$ cat config.mk
export PLATFORM = sky130hd
export DESIGN_NAME = alu_regfile_engine
export DESIGN_NICKNAME = d
export VERILOG_FILES = /design/src/rtl/alu_regfile_engine.sv
export SDC_FILE = /design/constraint.sdc
export NUM_CORES = 1
export LEC_CHECK = 0
export ABC_AREA = 1
export BUFFER_PORTS_ARGS = -buffer_cell sky130_fd_sc_hd__buf_2
export CELL_PAD_IN_SITES_DETAIL_PLACEMENT = 0
export CELL_PAD_IN_SITES_GLOBAL_PLACEMENT = 2
export CORE_ASPECT_RATIO = 1.2
export CORE_MARGIN = 4
export CORE_UTILIZATION = 35
export DETAILED_ROUTE_END_ITERATION = 8
export GPL_ROUTABILITY_DRIVEN = 1
export PLACE_DENSITY = 0.78
export SLEW_MARGIN = 20
export SYNTH_ARGS = -nofsm -noshare
export SYNTH_HDL_FRONTEND = slang
export SYNTH_SLANG_ARGS = --single-unit
$ cat constraint.sdc
create_clock -name clk -period 3.2 [get_ports clk]
set_clock_uncertainty 0.1 [all_clocks]
set_input_delay 0 -clock clk [delete_from_list [all_inputs] [get_ports clk]]
set_output_delay 0 -clock clk [all_outputs]
set_load 0.005 [all_outputs]
$ cat src/rtl/alu_regfile_engine.sv
// Register file plus extended ALU driven by a four-state sequencer:
// one register-register operation per start pulse, with a V/C/Z/S flag register.
module alu_regfile_engine #(
   parameter int WIDTH   = 16,
   parameter int ADDR_W  = 5,
   parameter int SHAMT_W = 4,
   parameter int R0_ZERO = 1
) (
   input  logic              clk,
   input  logic              rst,
   input  logic              start,
   input  logic [2:0]        op,
   input  logic [ADDR_W-1:0] rs1,
   input  logic [ADDR_W-1:0] rs2,
   input  logic [ADDR_W-1:0] rd,
   input  logic              wb_en,
   output logic              busy,
   output logic              done,
   output logic [WIDTH-1:0]  result,
   output logic              zero,
   output logic              carry,
   output logic              ovf,
   output logic              sign,
   input  logic              ext_we,
   input  logic [ADDR_W-1:0] ext_waddr,
   input  logic [WIDTH-1:0]  ext_wdata,
   input  logic [ADDR_W-1:0] dbg_raddr,
   output logic [WIDTH-1:0]  dbg_rdata
);
   localparam int NREGS = 2**ADDR_W;

   typedef enum logic [1:0] {S_IDLE, S_READ, S_EXEC, S_WB} state_t;
   state_t r_state, w_next;

   logic [WIDTH-1:0]  r_regs [NREGS];
   logic [2:0]        r_op;
   logic [ADDR_W-1:0] r_rs1, r_rs2, r_rd;
   logic              r_wb_en;
   logic [WIDTH-1:0]  r_x, r_y, r_result;
   logic              r_z, r_c, r_v, r_s, r_done;

   logic [WIDTH-1:0]   w_rs1_val, w_rs2_val, w_alu;
   logic [WIDTH:0]     w_sum, w_dif, w_shl, w_shr;
   logic [SHAMT_W-1:0] w_amt;
   logic               w_c, w_v, w_add_v, w_sub_v;
   logic               w_ext_wr, w_wb_wr;

   // Register 0 is masked on every read path so it reads as zero when hardwired
   assign w_rs1_val = (R0_ZERO != 0 && r_rs1 == '0)     ? '0 : r_regs[r_rs1];
   assign w_rs2_val = (R0_ZERO != 0 && r_rs2 == '0)     ? '0 : r_regs[r_rs2];
   assign dbg_rdata = (R0_ZERO != 0 && dbg_raddr == '0) ? '0 : r_regs[dbg_raddr];

   assign w_ext_wr = (r_state == S_IDLE) && ext_we && !(R0_ZERO != 0 && ext_waddr == '0);
   assign w_wb_wr  = (r_state == S_WB) && r_wb_en && !(R0_ZERO != 0 && r_rd == '0);

   assign w_sum   = {1'b0, r_x} + {1'b0, r_y};
   assign w_dif   = {1'b0, r_x} - {1'b0, r_y};
   assign w_add_v = (r_x[WIDTH-1] == r_y[WIDTH-1]) && (w_sum[WIDTH-1] != r_x[WIDTH-1]);
   assign w_sub_v = (r_x[WIDTH-1] != r_y[WIDTH-1]) && (w_dif[WIDTH-1] != r_x[WIDTH-1]);
   assign w_amt   = r_y[SHAMT_W-1:0];
   // One guard bit on each side catches the last bit shifted out (0 for amount 0)
   assign w_shl   = {1'b0, r_x} << w_amt;
   assign w_shr   = {r_x, 1'b0} >> w_amt;

   always_comb begin
      w_alu = '0;
      w_c   = 1'b0;
      w_v   = 1'b0;
      case (r_op)
         3'b000: w_alu = r_x & r_y;
         3'b001: w_alu = r_x | r_y;
         3'b010: begin w_alu = w_sum[WIDTH-1:0]; w_c = w_sum[WIDTH]; w_v = w_add_v; end
         3'b011: w_alu = r_x ^ r_y;
         3'b100: begin w_alu = w_shl[WIDTH-1:0]; w_c = w_shl[WIDTH]; end
         3'b101: begin w_alu = w_shr[WIDTH:1];   w_c = w_shr[0];     end
         3'b110: begin w_alu = w_dif[WIDTH-1:0]; w_c = !w_dif[WIDTH]; w_v = w_sub_v; end
         default: begin
            w_alu = {{(WIDTH-1){1'b0}}, w_dif[WIDTH-1] ^ w_sub_v};
            w_c   = !w_dif[WIDTH];
            w_v   = w_sub_v;
         end
      endcase
   end

   always_ff @(posedge clk) begin
      if (rst) r_state <= S_IDLE;
      else     r_state <= w_next;
   end

   always_comb begin
      w_next = r_state;
      case (r_state)
         S_IDLE: if (start) w_next = S_READ;
         S_READ: w_next = S_EXEC;
         S_EXEC: w_next = S_WB;
         default: w_next = S_IDLE;
      endcase
   end

   always_ff @(posedge clk) begin
      if (rst) begin
         for (int i = 0; i < NREGS; i++) r_regs[i] <= '0;
         r_op     <= '0;
         r_rs1    <= '0;
         r_rs2    <= '0;
         r_rd     <= '0;
         r_wb_en  <= 1'b0;
         r_x      <= '0;
         r_y      <= '0;
         r_result <= '0;
         r_z      <= 1'b0;
         r_c      <= 1'b0;
         r_v      <= 1'b0;
         r_s      <= 1'b0;
         r_done   <= 1'b0;
      end else begin
         r_done <= (r_state == S_WB);
         if (r_state == S_IDLE && start) begin
            r_op    <= op;
            r_rs1   <= rs1;
            r_rs2   <= rs2;
            r_rd    <= rd;
            r_wb_en <= wb_en;
         end
         if (r_state == S_READ) begin
            r_x <= w_rs1_val;
            r_y <= w_rs2_val;
         end
         if (r_state == S_EXEC) begin
            r_result <= w_alu;
            r_z      <= (w_alu == '0);
            r_s      <= w_alu[WIDTH-1];
            r_c      <= w_c;
            r_v      <= w_v;
         end
         if (w_ext_wr) r_regs[ext_waddr] <= ext_wdata;
         if (w_wb_wr)  r_regs[r_rd]      <= r_result;
      end
   end

   assign busy   = (r_state != S_IDLE);
   assign done   = r_done;
   assign result = r_result;
   assign zero   = r_z;
   assign carry  = r_c;
   assign ovf    = r_v;
   assign sign   = r_s;
endmodule

---- After elaboration in Yosys (flattened, before gate mapping) ----
Memories as Yosys holds them, arrays and structs flattened. A register that Yosys moved wholly into a read port is not among the register bits.
Index checks and enable logic that the tools add are counted.
W data, S select, Z words.
storage, ports and cells
  input port bits ......................... 49
  bits in writable memories ............... 512
  output and inout port bits .............. 38
  register bits after elaboration ......... 74
  memories kept ........................... 1
  word-level logic and storage cells ...... 86
cells by class
  reductions and logical operators ........ 23
  equality and inequality tests ........... 14
  shift-type cells ........................ 2
  add/sub/neg operators ................... 2
  multiplexer cells ....................... 26
  bitwise operators ....................... 4
memory list
  name    depth  bits a word  rd ports  clocked after memory_dff  write ports  RTL line  RTL
  r_regs  32     16           3         2                         32           35        logic [WIDTH-1:0] r_regs [NREGS];
operators with widths
  kind                  count
  $pmux W16 S7          1
  $mux W16              5
  $reduce_or A16 Y1     2
  $mux W5               6
  $logic_not A5 Y1      5
  $add A16 B16 Y17      1
  $shl A16 B4 Y17       1
  $shr A17 B4 Y17       1
  $sub A16 B16 Y17      1
  $and A16 B16 Y16      1
  $logic_not A16 Y1     1
  $or A16 B16 Y16       1
  $xor A16 B16 Y16      1
  $mux W1               10
  $eq A3 B3 Y1 const B  3
  $logic_and A1 B1 Y1   7
  $eq A3 B2 Y1 const B  2
  $pmux W2 S3           1
  $reduce_or A5 Y1      1
  $eq A2 B2 Y1 const B  2
  $pmux W1 S4           1
  $eq A3 B1 Y1 const B  1
  $logic_not A1 Y1      3
  $logic_not A3 Y1      1
  other kinds (10)      12

---- Logic depth before layout (Yosys ltp) ----
  depth in word-level cells ............... 9
  gate-level depth with buffers ........... 28

---- Worst setup path before layout ----
No wires, ideal clock.
  kind .................................... register to register
  start point ............................. reg r_y[2]
  end point ............................... reg r_z (netlist: zero)
  slack ................................... -281 ps
  data arrival time ....................... 3,310 ps
  buffers on the path ..................... 3
  stages on the path, launching flop included .. 29
  required time ........................... 3,030 ps
  path through ............................ dfxtp_1 -> clkbuf_1 -> inv_1 -> clkbuf_1 -> ha_1 -> clkbuf_1 -> inv_1 -> nand2_1 -> nand2_1 -> nand2_1 -> nand3_1 -> nand2_1 -> nand3_1 -> nand2_1 -> nand2_1 -> a21oi_1 -> fa_1 -> inv_1 -> nand2_1 -> nand3_1 -> nor2_1 -> nand2_1 -> nor2_1 -> nand2_1 -> nor2_1 -> nand2_1 -> nor2_1 -> nand3_1 -> a21oi_1
between the ends
  longest elaborated chain between the ends .. 6
ends and longest elaborated chain
  element                 RTL line  RTL
  start, declared         39        logic [WIDTH-1:0] r_x, r_y, r_result;
  start signal, assigned  127       r_y <= w_rs2_val;
  $sub A16 B16 Y17        57        assign w_dif = {1'b0, r_x} - {1'b0, r_y};
  $ne A1 B1 Y1            59        assign w_sub_v = (r_x[WIDTH-1] != r_y[WIDTH-1]) && (w_dif[WIDTH-1] != r_x[WIDTH-1]);
  $logic_and A1 B1 Y1     59
  $xor A1 B1 Y1           78        w_alu = {{(WIDTH-1){1'b0}}, w_dif[WIDTH-1] ^ w_sub_v};
  $pmux W16 S7 (*)        69        case (r_op)
  $logic_not A16 Y1 (*)   131       r_z <= (w_alu == '0);
  end signal, assigned    131
  end, declared           40        logic r_z, r_c, r_v, r_s, r_done;
Every way passes the cells marked *; elsewhere a longest branch is shown, timed or not.
A chain may end at the register's enable or synchronous reset.

==> impl_metrics.csv <==
group,metric,value,unit
run_status,outcome,"complete, no violations",
yosys,syn_area,38600,sq um
floorplanning,die-area,116000,sq um
cts,cts_max_level,3,
floorplanning,core_area,109000,sq um
cells_and_area,area_growth,18.2,%
pwr,irDropWorstVdd,0.416,mV
detailed_routing,via_per_inst,6.14,
yosys,async_flop_share,0,
detailed_routing,wl,188000,um
setup_path,worstPathBufferInverterCount,1,
yosys,ys_seq_area_frac,0.441,
cells_and_area,nets,5088,
detailed_routing,first_pass_iters,7,
yosys,avgSynthCellArea,7.91,sq um
cts,cts_buffers,71,
global_routing,globalRouteOverflowTotal,0,
cts,cts_sinks,595,
cts,clkLatencyLatePin,0.66,ns
cts,cts_root_buf,"clkbuf_16",
cells_and_area,design_area,45600,sq um
yosys,synth-seq-cells,595,
sta,setup_viol,0,
setup_path,crit-reg2reg-launch,"r_y[2]",
placed_design,place_inst,6275,
floorplanning,start_util,0.353,
detailed_routing,drtIter0Drc,5254,
cells_and_area,fillCellCount,11000,
setup_path,cp_cell_sequence,"o21ai_0, o22ai_1, o21ai_0, nand3_1, nand2_1, a21oi_1, buf_2",
setup_path,cp_common_cell,"o21ai_0",
floorplanning,fp.dieH,372,um
global_routing,antenna_found_initial,1,
placed_design,hpwl,127000,um
run,cap_violations,0,
detailed_routing,met3_wirelength,16100,um
detailed_routing,wl_per_cell,29.2,um
floorplanning,die_w,311,um
sta,worst_slack,0.0247,ns
setup_path,crit_family,"compound AO/OA/AOI/OAI gates",
yosys,ys_warn_count,0,
detailed_routing,wl_met2,86100,um
global_routing,grt_pass1_vias,37300,
setup_path,crit_slowest_cell,"o21ai_0",
cts,cts_tree,"done",
yosys,synth-main-ff-cell,"edfxtp_1",
floorplanning,ioPinCount,87,
setup_path,required,3.10,ns
cts,clockBufferDepth,3,
sta,drv_slew,0,
floorplanning,rows,133,
setup_path,cpPeakStageDelay,0.78,ns
cells_and_area,drive_gt1_frac,0.132,
setup_path,worstPathArrival,3.08,ns
detailed_routing,ant_nets,0,
global_routing,grt_max_degree,121,
cells_and_area,most-common-layout-cells,"981 x nor2_1, 834 x nand2_1, 512 x edfxtp_1",
cts,path_clk_slew,0.06,ns
yosys,syn_inst,4878,
detailed_routing,drc,0,
setup_path,crit_path_start_kind,"flop",
global_routing,grt_pass1_wl,267000,um
hold_path,hold_class,"in2reg",
placed_design,place_ws,-0.122,ns
setup_path,setup.worst_path.start,"r_regs[30][13]",
cells_and_area,utilization,0.417,
sta,hold_violations,0,
hold_path,worstHoldStart,"ext_wdata[15]",
detailed_routing,vias,39600,
placed_design,gp_congestion,0.954,
pwr,p_per_area,734,nW/um^2
placed_design,io_buffer_count,86,
setup_path,crit_type,"reg2out",
yosys,synth_edf_count,512,
sta,setup_tns,0,ns
placed_design,placed_area,42600,sq um
sta,slew_headroom,0.304,
sta,fin_crit_sh,0.992,
sta,period_needed,3.18,ns
sta,max_freq,315,MHz
setup_path,end_kind,"primary output",
cells_and_area,layout_commonest_cell,"nor2_1",
global_routing,grt_use_total,0.314,
setup_path,cp_max_fo,3,
pwr,p_leak,17.3,nW
detailed_routing,wl_met1,72900,um
yosys,yosysUniqueCellTypes,47,
cells_and_area,final_cells,6452,
detailed_routing,routed.top_layer,"met4",
sta,worst_pin_slew,1.03,ns
final timing paths:
path / cells past startpoint / slack [ns] / end
worst max-delay path: 7 / 0.02 / dbg_rdata[13]
worst min-delay path: 4 / 0.04 / r_regs[22][15]
worst max register to register: 25 / 0.18 / zero
worst min register to register: 2 / 0.38 / flop
worst min-delay path, delay by kind of cell:
kind | cells | cell delay (ns)
buf+inv | 2 | 0.40
simple gates | 1 | 0.17
mux | 1 | 0.07
flip-flops by register name (all words and copies together) (netlist names), named ones only:
register  flops
r_x          16
result       16
ovf           1
r_wb_en       1
r_op          3
r_rs2         5
r_regs      512
r_y          16
r_rd          5
carry         1
r_state       2
zero          1
r_rs1         5
done          1
cells by family (layout without fill, tap and decap cells):
family	count (synthesis)	count (layout)	share of synthesized area
and+or+nand+nor	2225	2225	0.232
AOI/OAI and AO/OA	1231	1231	0.208
muxes	138	138	0.0358
buffers and inverters	629	770	0.0634
DFF	595	595	0.441
adders and majority gates	59	59	0.0197
other	1	17	0.0000971
synthesized netlist by cell type (60+ instances only):
cell type / number / area (sq um)
a21oi_1: 256 / 1280
a32oi_1: 128 / 1120
buf_2: 60 / 300
clkbuf_1: 363 / 1360
dfxtp_1: 83 / 1660
edfxtp_1: 512 / 15400
inv_1: 167 / 627
mux2i_1: 138 / 1380
nand2_1: 848 / 3180
nand3_1: 316 / 1580
nor2_1: 989 / 3710
o211ai_1: 141 / 1060
o21ai_0: 413 / 2070
o221ai_1: 225 / 1970
layout make-up:
class / instances / area, sq um / area share
diodes: 1 / 2.50 / 0.0000549
well taps: 1417 / 1770 / 0.0389
multi-input cells: 3669 / 19700 / 0.431
clock buffers: 92 / 1940 / 0.0425
repair buffers: 463 / 4150 / 0.0910
clock inverters: 35 / 313 / 0.00686
flip-flops and latches: 595 / 17100 / 0.374
inverters: 180 / 699 / 0.0153
report_power, final:
| group | switching [mW] | total, mW | internal, mW |
|---|---|---|---|
| Clock | 3.49 | 8.17 | 4.68 |
| Sequential | 0.742 | 9.78 | 9.03 |
| Combinational | 10.6 | 15.5 | 4.92 |
| Total | 14.8 | 33.5 | 18.6 |
repair_timing:
action / 4_1_cts / 5_1_grt
pin swaps: 3 / 27
hold buffers: 44 / 0
setup endpoints to repair: 2 / 2
hold endpoints to repair: 497 / 0
buffers inserted: 1 / 4
gates resized for setup: 6 / 64
metal layers:
layer	GRT usage	up-vias
met5	0	-
met4	0.191	0
met3	0.0436	459
met2	0.512	2337
met1	0.397	19300
li1	-	17500
stage by stage:
stage	total power, mW	hold slack (ns)
finish	33.5	0.0445
global route	34.8	0.0689
CTS	32.6	0.00544
detailed placement	24.3	0.150
global placement	24.4	0.148
floorplan	17.7	0.0667
Power figures use the tool's default switching activity.
